## src/rtl/ncl_sync_pkg.sv

```systemverilog
// Shared definitions for the dual-rail NCL receiver: rail codes, handshake FSM
// states and the rail-pair decode helper.
package ncl_sync_pkg;

  localparam logic [1:0] RAIL_NULL = 2'b00;
  localparam logic [1:0] RAIL_D0   = 2'b01;
  localparam logic [1:0] RAIL_D1   = 2'b10;
  localparam logic [1:0] RAIL_ILL  = 2'b11;

  typedef enum logic [0:0] {
    S_WAIT_DATA = 1'b0,
    S_WAIT_NULL = 1'b1
  } state_t;

  // Only meaningful on a complete wavefront; NULL and ILLEGAL decode to 0.
  function automatic logic rail_bit(input logic [1:0] code);
    return (code == RAIL_D1);
  endfunction

endpackage

```

## src/rtl/ncl_sync_fifo.sv

```systemverilog
// Synchronous FIFO holding single-rail wavefronts ({carry, sum}) until the
// consumer takes them over a valid/ready interface.
module ncl_sync_fifo #(
  parameter int W     = 33,
  parameter int DEPTH = 4
) (
  input  logic                     clk,
  input  logic                     rst_n,
  input  logic                     push,
  input  logic                     pop,
  input  logic [W-1:0]             din,
  output logic [W-1:0]             dout,
  output logic [$clog2(DEPTH):0]   count,
  output logic                     full,
  output logic                     empty
);

  localparam int AW = $clog2(DEPTH);
  localparam logic [AW:0] DEPTH_C = (AW+1)'(DEPTH);

  logic [W-1:0]  mem [DEPTH];
  logic [AW-1:0] wr_ptr;
  logic [AW-1:0] rd_ptr;
  logic          do_push;
  logic          do_pop;

  assign empty   = (count == '0);
  assign full    = (count == DEPTH_C);
  assign do_pop  = pop && !empty;
  // A push into a full FIFO is legal only when the head leaves on the same edge.
  assign do_push = push && (!full || do_pop);
  assign dout    = mem[rd_ptr];

  always_ff @(posedge clk) begin
    if (do_push) begin
      mem[wr_ptr] <= din;
    end
  end

  always_ff @(posedge clk or negedge rst_n) begin
    if (!rst_n) begin
      wr_ptr <= '0;
      rd_ptr <= '0;
      count  <= '0;
    end else begin
      if (do_push) wr_ptr <= wr_ptr + 1'b1;
      if (do_pop)  rd_ptr <= rd_ptr + 1'b1;
      case ({do_push, do_pop})
        2'b10:   count <= count + 1'b1;
        2'b01:   count <= count - 1'b1;
        default: count <= count;
      endcase
    end
  end

endmodule

```

## src/rtl/ncl_dualrail_sync_receiver.sv

```systemverilog
// Clocked receiver closing the NCL counter ring: synchronizes every rail, detects
// complete DATA / NULL wavefronts, buffers DATA words and drives the acknowledge.
module ncl_dualrail_sync_receiver
  import ncl_sync_pkg::*;
#(
  parameter int WIDTH       = 32,
  parameter int DEPTH       = 4,
  parameter int SYNC_STAGES = 2
) (
  input  logic             clk,
  input  logic             init_n,
  input  logic [WIDTH-1:0] sum_r1,
  input  logic [WIDTH-1:0] sum_r0,
  input  logic             carry_r1,
  input  logic             carry_r0,
  output logic             ack_o,
  output logic [WIDTH-1:0] out_data,
  output logic             out_carry,
  output logic             out_valid,
  input  logic             out_ready,
  output logic             err_o,
  output logic [15:0]      word_cnt
);

  logic [WIDTH:0] r1_p [SYNC_STAGES];
  logic [WIDTH:0] r0_p [SYNC_STAGES];
  logic [WIDTH:0] r1_s;
  logic [WIDTH:0] r0_s;
  logic [WIDTH:0] word_sl;
  logic [WIDTH:0] fifo_dout;
  logic [$clog2(DEPTH):0] fifo_count;
  logic           unused_count;
  logic           all_data;
  logic           all_null;
  logic           any_illegal;
  logic           fifo_full;
  logic           fifo_empty;
  logic           push;
  logic           pop;
  logic           push_ok;
  state_t         state;

  // Synchronizer stages: rails reset to NULL so the ring restarts from a spacer.
  always_ff @(posedge clk or negedge init_n) begin
    if (!init_n) begin
      for (int i = 0; i < SYNC_STAGES; i++) begin
        r1_p[i] <= '0;
        r0_p[i] <= '0;
      end
    end else begin
      r1_p[0] <= {carry_r1, sum_r1};
      r0_p[0] <= {carry_r0, sum_r0};
      for (int i = 1; i < SYNC_STAGES; i++) begin
        r1_p[i] <= r1_p[i-1];
        r0_p[i] <= r0_p[i-1];
      end
    end
  end

  assign r1_s = r1_p[SYNC_STAGES-1];
  assign r0_s = r0_p[SYNC_STAGES-1];

  // Completeness detection on the final-stage sample
  assign all_data    = &(r1_s ^ r0_s);
  assign all_null    = ~|(r1_s | r0_s);
  assign any_illegal = |(r1_s & r0_s);

  always_comb begin
    word_sl = '0;
    for (int i = 0; i <= WIDTH; i++) begin
      word_sl[i] = rail_bit({r1_s[i], r0_s[i]});
    end
  end

  assign out_valid = !fifo_empty;
  assign pop       = out_valid && out_ready;
  assign push_ok   = !fifo_full || pop;
  assign push      = (state == S_WAIT_DATA) && all_data && !any_illegal && push_ok;

  ncl_sync_fifo #(
    .W     (WIDTH + 1),
    .DEPTH (DEPTH)
  ) u_fifo (
    .clk   (clk),
    .rst_n (init_n),
    .push  (push),
    .pop   (pop),
    .din   (word_sl),
    .dout  (fifo_dout),
    .count (fifo_count),
    .full  (fifo_full),
    .empty (fifo_empty)
  );

  assign unused_count = ^fifo_count;
  assign out_data     = fifo_dout[WIDTH-1:0];
  assign out_carry    = fifo_dout[WIDTH];

  // Handshake FSM: ack_o is a flop so the producer never sees a glitch.
  always_ff @(posedge clk or negedge init_n) begin
    if (!init_n) begin
      state    <= S_WAIT_DATA;
      ack_o    <= 1'b0;
      err_o    <= 1'b0;
      word_cnt <= '0;
    end else begin
      if (any_illegal) err_o <= 1'b1;
      case (state)
        S_WAIT_DATA: begin
          if (push) begin
            state    <= S_WAIT_NULL;
            ack_o    <= 1'b1;
            word_cnt <= word_cnt + 1'b1;
          end
        end
        S_WAIT_NULL: begin
          if (all_null) begin
            state <= S_WAIT_DATA;
            ack_o <= 1'b0;
          end
        end
        default: begin
          state <= S_WAIT_DATA;
          ack_o <= 1'b0;
        end
      endcase
    end
  end

endmodule
```

## config.mk

```make
export PLATFORM = sky130hd
export DESIGN_NAME = ncl_dualrail_sync_receiver
export DESIGN_NICKNAME = d
export VERILOG_FILES = /design/src/rtl/ncl_sync_pkg.sv /design/src/rtl/ncl_sync_fifo.sv /design/src/rtl/ncl_dualrail_sync_receiver.sv
export SDC_FILE = /design/constraint.sdc
export NUM_CORES = 1
export LEC_CHECK = 0
export BUFFER_PORTS_ARGS = -buffer_cell sky130_fd_sc_hd__buf_4
export CORE_MARGIN = 2
export CORE_UTILIZATION = 35
export DETAILED_ROUTE_END_ITERATION = 12
export GPL_ROUTABILITY_DRIVEN = 0
export GPL_TIMING_DRIVEN = 0
export SKIP_LAST_GASP = 1
export SYNTH_ARGS = -nofsm -noshare
export SYNTH_HDL_FRONTEND = slang
export SYNTH_HIERARCHICAL = 1
export SYNTH_SLANG_ARGS = --single-unit
```

## constraint.sdc

```tcl
create_clock -name clk -period 3.7 [get_ports clk]
set_clock_uncertainty 0.05 [all_clocks]
set_input_delay 0.37 -clock clk [delete_from_list [all_inputs] [get_ports clk]]
set_output_delay 0.37 -clock clk [all_outputs]
set_load 0.01 [all_outputs]
```

==> run_results.csv <==
group,metric,value,unit
synthesis,ys_warn_count,6,
detailed_routing,wirelength,21.7,mm
synthesis,async_flop_share,54.5,%
layout,antenna_cells,0,
critical_path,slowest_delay,430,ps
synthesis,synth.area.top_cells,"edfxtp_1, dfrtp_1, ha_1, mux4_2, inv_1",
placement,dp_slack,-334,ps
clocking,insertion_delay,530,ps
detailed_routing,post-route-drc-count,0,
synthesis,syn-cell-area,11200,sq um
layout,mostFrequentLayoutCells,"dfrtp_1, edfxtp_1, buf_4",
global_route,first_global_vias,6056,
synthesis,syn_nets,807,
critical_path,path_class,"reg -> reg",
critical_path,timing.rr.start,"r1_s[0]",
synthesis,syn_area_per_cell,17.6,sq um
sta,rsz0062_at_grt,"no",
layout,stdcell_area,14300,sq um
layout,layout_commonest_cell,"dfrtp_1",
layout,syn_to_final_growth,28.3,%
floorplan,core,31500,sq um
pwr,p_per_area,556,nW/um^2
synthesis,ys_ff_latch,290,
sta,setup_viol,0,
sta,worst_pin_slew,663,ps
clocking,cts_buffers,29,
pwr,internal_power,0.00603,W
critical_path,crit_arrival,3590,ps
sta,max_freq,293,MHz
floorplan,die_area,33300,sq um
floorplan,rows,65,
min_path,hold_path_startpoint,"r0_p[60]",
floorplan,start_util,35.5,%
pwr,p_comb_share,18.3,%
clocking,clock-root-buffer,"clkbuf_16",
pwr,seq_power_share,44.2,%
global_route,grt_pass1_wl,34.0,mm
sta,hold_viol,0,
layout,layout.nets,1028,
clocking,cts_buffer_depth,3,
detailed_routing,ant_nets,0,
detailed_routing,drt_iter0_markers,298,
synthesis,synth_top_area_share,35.5,%
sta,finalCriticalPeriod,3410,ps
critical_path,cp-start-kind,"flop",
global_route,antenna_found_initial,0,
status,status,"finished clean",
detailed_routing,vias_per_cell,4.40,
synthesis,synthFlopType,"dfrtp_1",
critical_path,cp_slowest_cell,"nor4_1",
global_route,grt_usage,13.3,%
pwr,p_sw,0.00195,W
placement,post_dp_cell_area,12600,sq um
sta,worst_slack,291,ps
clocking,cts_max_level,1,
placement,io_buffers,120,
layout,post_route_cells_drive_above_1_share,26.7,%
floorplan,pin_count,121,
pwr,ir_worst_vdd,0.000278,V
synthesis,ys_types,47,
floorplan,dieWidth,183,microns
run,drv_cap,0,
floorplan,die_y,183,microns
min_path,worstHoldPathType,"reg -> reg",
detailed_routing,firstDrtPassIters,4,
critical_path,worstPathMaxFanout,24,
global_route,grt_overflow,0,
placement,dp_hpwl,15.1,mm
pwr,p_leak,6.11,nW
clocking,cts.sinks,290,
detailed_routing,vias,5617,
synthesis,syn_inst,633,
synthesis,synth_edf_count,132,
sta,fin_crit_sh,92.1,%
pwr,switching_share,24.4,%
critical_path,crit_path_start,"r1_s[0]",
critical_path,endpoint_kind,"flop",
sta,max_slew_margin,55.8,%
synthesis,ys_seq_area_share,70.9,%
global_route,grt_max_degree,99,
critical_path,required,3880,ps
detailed_routing,drt-wirelength-per-cell,17.0,microns
clocking,cts.reportedPaths.clkPinSlew,70,ps
critical_path,worstPathCellList,"ha_1, nor4_1, nand4_1, nor3_2, and4_2, clkbuf_2, o21a_4, and2_2, buf_12",
sta,drv_slew,0,
pwr,pwr-share-clk,37.5,%
synthesis,synth.largest_area_cell,"edfxtp_1",
clocking,tritoncts,"done",
Yosys cell counts, types with 2 or more instances:
| library cell | count |
|---|---|
| nand3b_1 | 2 |
| buf_2 | 5 |
| nor4_1 | 10 |
| xor2_1 | 8 |
| nand3_1 | 7 |
| and3_1 | 3 |
| inv_1 | 75 |
| nor2_1 | 12 |
| o21bai_1 | 2 |
| a22oi_1 | 2 |
| nand2b_1 | 3 |
| xnor2_1 | 12 |
| ha_1 | 104 |
| nor3_2 | 2 |
| clkbuf_1 | 5 |
| edfxtp_1 | 132 |
| o21a_1 | 2 |
| nand4_1 | 20 |
| nand2_1 | 6 |
| mux4_2 | 33 |
| and2_1 | 5 |
| dfrtp_1 | 158 |
timing repair:
action,in CTS,in global routing
endpoints found under the setup margin,111,23
endpoints found under the hold margin,126,0
resized for setup,5,2
setup buffers,0,0
hold buffers,67,0
registers in the layout, indices dropped and copies added, names as in the netlist:
register,cells
u_fifo/count,3
r0_p,33
u_fifo/wr_ptr,2
ack_o,1
word_cnt,16
u_fifo/mem,132
state,1
err_o,1
r1_p,33
r1_s,33
u_fifo/rd_ptr,2
r0_s,33
per-layer routing:
metal	global-route usage [%]	wire length, microns	vias up
li1	-	-	2671
met1	18.1	9870	2790
met2	22.1	10300	133
met3	2.69	1230	23
met4	2.97	314	0
met5	0	0	-
area by class of cell:
class,instances,area (sq um)
inverter,75,282
multi-input combinational,256,2920
sequential,290,7920
tap,402,503
fill,2703,17100
timing repair buffer,190,1640
buffer,12,63.8
clock inverter,15,163
clock buffer,38,832
path summary, 6_finish.rpt:
| path | to | slack [ps] | depth (start not counted) |
|---|---|---|---|
| max in group asynchronous | r1_p[42] | 2440 | 3 |
| min reg2reg | r0_s[27] | 290 | 0 |
| max | u_fifo/mem[2][7] | 290 | 9 |
| min in group asynchronous | word_cnt[10] | 320 | 2 |
| max reg2reg | u_fifo/mem[2][7] | 290 | 9 |
| min | r0_s[27] | 290 | 0 |
metrics by stage:
step	util, %	power (W)	setup TNS, ps	hold WS, ps	instances
final	45.5	0.00797	0	287	1278
after global routing	45.5	0.00834	0	296	1278
after CTS	45.5	0.00811	0	280	1278
after detailed placement	40.2	0.00504	-25620	285	1158
after floorplan	-	0.00441	0	24.4	633
after global placement	39.9	0.00502	-133190	284	1155
cell families after synthesis:
group / share of synthesized area (%)
DFF: 70.9
adders and majority gates: 11.8
buffers and inverters: 3.08
and+or+nand+nor: 4.46
muxes: 6.98
xor gates and xnor gates: 1.57
AOI/OAI and AO/OA: 1.14
worst max-delay path, delay by kind of cell (launching register included):
| family | cells | cell delay, ps |
|---|---|---|
| AO/OA/AOI/OAI | 1 | 210 |
| flip-flops | 1 | 400 |
| AND/OR/NAND/NOR | 5 | 1710 |
| adder cells (fa/ha/maj) | 1 | 200 |
| buffers and inverters | 2 | 510 |
power groups by stage:
stage	combinational (W)	clock, W	sequential [W]
after floorplan	0.000836	0	0.00357
after global placement	0.00143	0	0.00359
after detailed placement	0.00145	0	0.00359
after CTS	0.00151	0.00307	0.00353
after global routing	0.00161	0.00320	0.00354
final	0.00146	0.00299	0.00353
Note: power is estimated with default switching activity, not from simulation.
